`config.mk`:
```
export PLATFORM = sky130hd
export DESIGN_NAME = uart_rx_fc
export DESIGN_NICKNAME = d
export VERILOG_FILES = /design/src/rtl/uart_rx_fc.sv
export SDC_FILE = /design/constraint.sdc
export NUM_CORES = 1
export LEC_CHECK = 0
export BUFFER_PORTS_ARGS = -buffer_cell sky130_fd_sc_hd__buf_2
export CAP_MARGIN = 20
export CORE_MARGIN = 2
export CORE_UTILIZATION = 50
export CTS_CLUSTER_DIAMETER = 120
export DETAILED_ROUTE_END_ITERATION = 7
export GPL_ROUTABILITY_DRIVEN = 0
export PLACE_DENSITY_LB_ADDON = 0.25
export SLEW_MARGIN = 20
export SYNTH_ARGS = -nofsm -noshare
export SYNTH_HDL_FRONTEND = slang
export SYNTH_SLANG_ARGS = --single-unit
```
`constraint.sdc`:
```
create_clock -name sys_clk -period 2.6 [get_ports sys_clk]
set_input_delay 0.39 -clock sys_clk [delete_from_list [all_inputs] [get_ports sys_clk]]
set_output_delay 0.39 -clock sys_clk [all_outputs]
set_load 0.01 [all_outputs]
```
`src/rtl/uart_rx_fc.sv`:
```
// 8N1 UART receiver with a small show-ahead byte FIFO and CTS flow control.
// All bit timing advances on OversampleTick; bytes are taken at the stop-bit sample.
module uart_rx_fc #(
    parameter int unsigned OVERSAMPLE   = 16,
    parameter int unsigned FIFO_DEPTH   = 4,
    parameter int unsigned CTS_HEADROOM = 2
) (
    input  logic       sys_clk,
    input  logic       rst,
    input  logic       RxD_ser,
    input  logic       OversampleTick,
    input  logic       rd_en,
    output logic [7:0] RxD_par,
    output logic       RxD_valid,
    output logic       frame_err,
    output logic       overrun,
    output logic       CTS
);

    localparam int unsigned CNT_W = $clog2(OVERSAMPLE);
    localparam int unsigned PTR_W = $clog2(FIFO_DEPTH);
    localparam int unsigned LVL_W = PTR_W + 1;

    localparam logic [CNT_W-1:0] HALF_LAST = CNT_W'(OVERSAMPLE / 2 - 1);
    localparam logic [CNT_W-1:0] FULL_LAST = CNT_W'(OVERSAMPLE - 1);
    localparam logic [LVL_W-1:0] DEPTH_LVL = LVL_W'(FIFO_DEPTH);
    localparam logic [LVL_W-1:0] HEADROOM  = LVL_W'(CTS_HEADROOM);

    typedef enum logic [2:0] {
        S_IDLE,
        S_START,
        S_DATA,
        S_STOP,
        S_BREAK
    } state_t;

    // Synchronizer, preset to the idle (mark) level
    logic rx_meta;
    logic rx_s;

    always_ff @(posedge sys_clk) begin
        if (rst) begin
            rx_meta <= 1'b1;
            rx_s    <= 1'b1;
        end else begin
            rx_meta <= RxD_ser;
            rx_s    <= rx_meta;
        end
    end

    state_t           state;
    state_t           state_next;
    logic [CNT_W-1:0] cnt;
    logic [CNT_W-1:0] cnt_next;
    logic [2:0]       bit_idx;
    logic [2:0]       bit_idx_next;
    logic [7:0]       shreg;
    logic [7:0]       shreg_next;
    logic             push_c;
    logic             ferr_c;

    always_ff @(posedge sys_clk) begin
        if (rst) begin
            state   <= S_IDLE;
            cnt     <= '0;
            bit_idx <= '0;
            shreg   <= '0;
        end else begin
            state   <= state_next;
            cnt     <= cnt_next;
            bit_idx <= bit_idx_next;
            shreg   <= shreg_next;
        end
    end

    // Frame FSM: start qualification at mid start bit, then one sample per bit period
    always_comb begin
        state_next   = state;
        cnt_next     = cnt;
        bit_idx_next = bit_idx;
        shreg_next   = shreg;
        push_c       = 1'b0;
        ferr_c       = 1'b0;
        if (OversampleTick) begin
            case (state)
                S_IDLE: begin
                    if (!rx_s) begin
                        state_next = S_START;
                        cnt_next   = '0;
                    end
                end
                S_START: begin
                    if (cnt == HALF_LAST) begin
                        cnt_next = '0;
                        if (!rx_s) begin
                            state_next   = S_DATA;
                            bit_idx_next = '0;
                        end else begin
                            state_next = S_IDLE;
                        end
                    end else begin
                        cnt_next = cnt + CNT_W'(1);
                    end
                end
                S_DATA: begin
                    if (cnt == FULL_LAST) begin
                        cnt_next            = '0;
                        shreg_next[bit_idx] = rx_s;
                        bit_idx_next        = bit_idx + 3'd1;
                        if (bit_idx == 3'd7) begin
                            state_next = S_STOP;
                        end
                    end else begin
                        cnt_next = cnt + CNT_W'(1);
                    end
                end
                S_STOP: begin
                    if (cnt == FULL_LAST) begin
                        cnt_next = '0;
                        if (rx_s) begin
                            push_c     = 1'b1;
                            state_next = S_IDLE;
                        end else begin
                            ferr_c     = 1'b1;
                            state_next = S_BREAK;
                        end
                    end else begin
                        cnt_next = cnt + CNT_W'(1);
                    end
                end
                S_BREAK: begin
                    if (rx_s) begin
                        state_next = S_IDLE;
                    end
                end
                default: begin
                    state_next = S_IDLE;
                end
            endcase
        end
    end

    // Show-ahead FIFO
    logic [7:0]       mem [FIFO_DEPTH];
    logic [PTR_W-1:0] wr_ptr;
    logic [PTR_W-1:0] rd_ptr;
    logic [LVL_W-1:0] count;
    logic             full_c;
    logic             pop_c;
    logic             do_push_c;
    logic             ovr_c;
    logic [PTR_W-1:0] rd_ptr_next_c;
    logic [LVL_W-1:0] count_next_c;
    logic [LVL_W-1:0] free_next_c;
    logic [7:0]       head_next_c;

    always_comb begin
        full_c        = (count == DEPTH_LVL);
        pop_c         = rd_en && RxD_valid;
        do_push_c     = push_c && (!full_c || pop_c);
        ovr_c         = push_c && full_c && !pop_c;
        rd_ptr_next_c = pop_c ? rd_ptr + PTR_W'(1) : rd_ptr;
        count_next_c  = count;
        if (do_push_c && !pop_c) begin
            count_next_c = count + LVL_W'(1);
        end else if (!do_push_c && pop_c) begin
            count_next_c = count - LVL_W'(1);
        end
        free_next_c = DEPTH_LVL - count_next_c;
        // A byte written this cycle becomes the head when it lands on the next read slot
        if (do_push_c && (wr_ptr == rd_ptr_next_c)) begin
            head_next_c = shreg;
        end else begin
            head_next_c = mem[rd_ptr_next_c];
        end
    end

    always_ff @(posedge sys_clk) begin
        if (do_push_c) begin
            mem[wr_ptr] <= shreg;
        end
    end

    always_ff @(posedge sys_clk) begin
        if (rst) begin
            wr_ptr    <= '0;
            rd_ptr    <= '0;
            count     <= '0;
            RxD_par   <= '0;
            RxD_valid <= 1'b0;
            frame_err <= 1'b0;
            overrun   <= 1'b0;
            CTS       <= 1'b0;
        end else begin
            if (do_push_c) begin
                wr_ptr <= wr_ptr + PTR_W'(1);
            end
            rd_ptr    <= rd_ptr_next_c;
            count     <= count_next_c;
            RxD_valid <= (count_next_c != '0);
            if (count_next_c != '0) begin
                RxD_par <= head_next_c;
            end
            frame_err <= ferr_c;
            overrun   <= ovr_c;
            CTS       <= (free_next_c >= HEADROOM);
        end
    end

endmodule

```
== After elaboration in Yosys (flattened, before gate mapping) ==
Memories as Yosys holds them, arrays and structs flattened. A register that Yosys moved wholly into a read port is not among the register bits.
Index checks and enable logic that the tools add are counted.
Cells by class
  add/subtract/negate cells: 7
  $lt $le $gt $ge: 3
  eq/ne operators: 15
  muxes and demuxes: 30
  bitwise gates (word level): 3
  reductions and logical operators: 21
Operator list (count)
  $mux W3: 12
  $pmux W3 S5: 1
  $ne A2 B2 Y1 const B: 7
  $mux W4: 3
  $pmux W4 S3: 1
  $eq A3 B3 Y1 const B: 3
  $bwmux W8: 1
  $mux W1: 8
  $logic_and A1 B1 Y1: 7
  $reduce_and A7 Y1: 1
  $add A3 B1 Y3 const B: 2
  $eq A3 B2 Y1 const B: 2
  $pmux W3 S2: 1
  $reduce_and A3 Y1: 2
  $reduce_bool A3 Y1: 2
  $reduce_and A5 Y1: 1
  $add A2 B1 Y2 const B: 2
  $add A4 B1 Y4 const B: 1
  $eq A4 B3 Y1 const B: 1
  $eq A4 B4 Y1 const B: 1
  $lt A3 B4 Y1 const B: 1
  $mux W2: 2
  $reduce_or A4 Y1: 1
  $demux W1 S3: 1
  11 further kinds: 15
Word-level totals
  bits in registers: 31
  bits in writable memories: 32
  logic and storage cells: 93
  memories: 1
Memory list
  mem: words 4, bits a word 8, read ports 1, clocked after memory_dff 1, write ports 1, RTL line 144  | logic [7:0] mem [FIFO_DEPTH];

== Depth between registers and ports, before layout ==
  word-level depth: 11
  gate-level depth with buffers: 13

== Worst setup path after synthesis ==
No wires, ideal clock.
  kind: reg2reg
  start: register cnt[0]
  end: register RxD_par[0] (read register of mem)
  setup time: 83 ps
  arrival: 2146 ps
  slack: 371 ps
  cell stages (with the launch flop): 12
  buffers on the path: 1
  clock period less this slack: 2229 ps
  cell sequence: dfxtp_1 > ha_1 > and3_1 > o2111a_1 > buf_2 > a21oi_1 > nand3_1 > nand3_1 > ha_1 > nor2_1 > nand4_1 > o221ai_1
On the way
  longest elaborated chain between the ends: 10
Ends and longest elaborated chain
  start: declaration: RTL line 53  | logic [CNT_W-1:0] cnt;
  start signal: assignment: RTL line 70  | cnt <= cnt_next;
  $eq A4 B4 Y1 (*): RTL line 118  | if (cnt == FULL_LAST) begin
  $mux W1 (*): RTL line 118
  $mux W1 (*): RTL line 85  | case (state)
  $mux W1 (*): RTL line 84  | if (OversampleTick) begin
  $logic_and A1 B1 Y1 (*): RTL line 160  | do_push_c = push_c && (!full_c || pop_c);
  $logic_not A1 Y1: RTL line 166  | end else if (!do_push_c && pop_c) begin
  $logic_and A1 B1 Y1: RTL line 166
  $mux W3: RTL line 166
  $mux W3 (*): RTL line 164  | if (do_push_c && !pop_c) begin
  $reduce_bool A3 Y1 (*): RTL line 201  | if (count_next_c != '0) begin
  end: declaration: RTL line 13  | output logic [7:0] RxD_par,
Mark *: on every way between the ends. The rest lies on a longest branch, timed or not.
A chain may end at the register's enable or synchronous reset.

== Final worst setup path ==
  start: register cnt[0]
  end: register RxD_par[2] (read register of mem)
The elaborated chain is that of the path after synthesis.

==> flow_summary.yaml <==
synth:
  seq_area_frac_synth: 0.507
  synth-xor-area-share: 0.0179
  async_flop_share: 0
  synth_edf_count: 32
  yosysTopAreaCell: "edfxtp_1"
  syn_area_per_cell_um2: 10.5
  yosysUniqueCellTypes: 53
  synthesis.area_mm2: 0.00343
  synth_compound_area_frac: 0.148
  yosys_warnings: 0
  synthAdderAreaFrac: 0.0437
  synth_top_area_frac: 0.280
  synth_top_family_by_area: "simple AND/OR/NAND/NOR gates"
  synthTopCellsByArea: "edfxtp_1 28%, dfxtp_1 23%, ha_1 4.4%"
  synthCells: 328
  ys_dominant_reg_cell: "dfxtp_1"
  muxShareOfSynthArea: 0.0525
  ys_ff_latch: 71
  synth-simple-area-share: 0.186
  synth_fp_nets: 345
clock_network:
  cts_tree: "built"
  root_buffer: "clkbuf_8"
  clockBufferDepth: 2
  cts_max_level: 3
  clk_pin_slew_ps: 70
  clock_sinks: 71
  clkLatencyLatePin_ps: 350
  cts_buffers: 9
  cts_hold_buf: 0
layout:
  drive_above_1_share: 0.171
  final-seq-area_mm2: 0.00174
  fillers: 587
  multi_input_area_mm2: 0.00154
  fin_nets: 362
  stdcell_count: 430
  syn_to_final_growth_pct: 9.26
  diodes: 0
detailed_routing:
  first_iter_violations: 159
  avgRoutedWirePerCell_um: 15.1
  viasPerCell: 5.76
  antenna_left: 0
  dr_total_vias: 2477
  drtPass1Iterations: 4
  drt-total-wl_mm: 6.49
  post-route-drc-count: 0
sta:
  finalSetupViolCount: 0
  post-route-period-util: 0.946
  maxSlewHeadroom: 0.605
  rsz0062_at_grt: "no"
  finalHoldViolCount: 0
  setup-tns-final_ps: 0
  fin_crit_ps: 2460
  tightest_slew_ps: 592
  maxSlewViolCount: 0
  max_freq_mhz: 406
  fin_worst_skew_ps: 12.6
run:
  drv_cap: 0
critical_path:
  required_ps: 2810
  r2r-start: "cnt[0]"
  crit_arrival_ps: 2670
  cp_max_fo: 7
  timing.critical_path.from: "cnt[0]"
  critPathLaunchType: "flop"
  crit_type: "reg2reg"
  cp-end-kind: "flop"
power_and_ir_drop:
  ir_worst_vdd_uv: 219
  p_leak_nw: 1.41
  power_mw: 2.57
  powerDensity_mw_per_mm2: 685
floorplanning:
  die_x_um: 86.9
  coreArea_mm2: 0.00672
  io-pin-count: 17
  dieArea_mm2: 0.00754
  start_util: 0.511
  die_y_um: 86.9
  rows: 30
grt:
  grt.total_usage: 0.185
  antenna_found_initial: 0
  grt_pass1_vias: 2254
  grt_overflow: 0
  grt_pass1_wl_mm: 10.6
  grt_start_max_net_pins: 34
placement:
  dp.final_hpwl_mm: 4.55
  portBuffers: 16
  placedCellCount: 413
outcome:
  status: "complete, no violations"
worst_hold_path:
  min_from: "RxD_ser"
  holdCritPathClass: "in2reg"
## synthesized netlist by cell type, types with 4 or more instances
cell      instances
nand2_1          27
o22ai_1           9
a22oi_1           4
buf_2             4
dfxtp_1          39
o21ai_0          18
nor3_1           10
ha_1             12
inv_1            14
edfxtp_1         32
and2_1            7
o221ai_1         16
mux2_2            8
nand3_1           9
nor2_1           26
xnor2_1           4
nor3b_1           9
a21oi_1           8
clkbuf_1          9
mux2i_1           9
## stage by stage
step	hold WS (ps)	utilization	worst slack, ps	instance area [µm²]
floorplan	389	-	371	3430
global route	219	0.558	0.493	3750
global placement	391	0.532	179	3580
CTS	212	0.556	1.54	3740
finish	226	0.558	140	3750
detailed placement	407	0.532	19.6	3580
## registers in the layout (all words and copies together) (netlist names)
name and cells:
bit_idx 3, rx_s 1, overrun 1, RxD_par 8, count 3, frame_err 1
cnt 4, state 3, shreg 8, CTS 1, wr_ptr 2, rd_ptr 2
RxD_valid 1, mem 32, rx_meta 1
## metal layers
layer / up-vias / track usage / share of wire
met5: - / 0 / 0
met4: 0 / 0.0966 / 0.018
met3: 8 / 0.0483 / 0.038
met2: 44 / 0.271 / 0.45
met1: 1171 / 0.252 / 0.50
li1: 1254 / - / -
## final cells by class
type | instances | area share
flip-flops and latches | 71 | 0.464
clock inverters | 1 | 0.00133
well taps | 80 | 0.0267
inverters | 14 | 0.0140
repair buffers | 26 | 0.0414
clock buffers | 15 | 0.0417
multi-input cells | 223 | 0.410
## where the power goes
part	leakage (nW)	total [mW]	internal [mW]	switching, mW
logic	0.635	0.558	0.234	0.325
registers	0.689	1.25	1.22	0.0378
clock network	0.0817	0.756	0.373	0.383
total	1.41	2.57	1.82	0.745
## critical path, stage by stage (launching register included)
cell,delay (ps)
dfxtp_1,380
ha_2,240
and3_1,250
and3_1,270
nand3_1,110
or3_1,320
nand3_1,100
ha_1,190
nor2_1,70
nand4_1,120
buf_4,160
o221ai_1,130
## path summary, 6_finish.rpt
check | cells past startpoint | slack (ps) | end
setup / recovery | 11 | 140 | RxD_par[2]
hold / removal | 2 | 230 | rx_meta
setup reg to reg | 11 | 140 | RxD_par[2]
hold reg to reg | 1 | 420 | rx_s
## cells in the final DEF, fill, tap and decap left out, types with 3 or more instances in the layout
cell      instances
inv_1            14
nand3_1           9
buf_2            16
a22oi_1           4
and2_1            7
nor3b_1           9
nor2b_1           3
nand2_1          27
dfxtp_1          39
a31oi_1           3
clkbuf_8         10
mux2i_1           9
edfxtp_1         32
a21oi_1           8
o22ai_1           9
ha_1             11
xnor2_1           4
buf_4            10
o21ai_0          18
mux2_2            8
nor2_1           26
nor3_1           10
xor2_1            3
clkbuf_1          5
o221ai_1         16
## cells by family (layout without fill, tap and decap cells)
| family | Yosys count | in the layout |
|---|---|---|
| AOI/OAI and AO/OA | 72 | 72 |
| xor gates and xnor gates | 7 | 7 |
| adders and majority gates | 12 | 12 |
| buffers and inverters | 34 | 56 |
| DFF | 71 | 71 |
| muxes | 17 | 17 |
| and+or+nand+nor | 115 | 115 |
## repair_timing
item,4_1_cts,5_1_grt
buffers inserted,0,1
setup endpoints to repair,0,8
gates resized for setup,0,2
No activity file was read; power rests on OpenSTA's default activity.
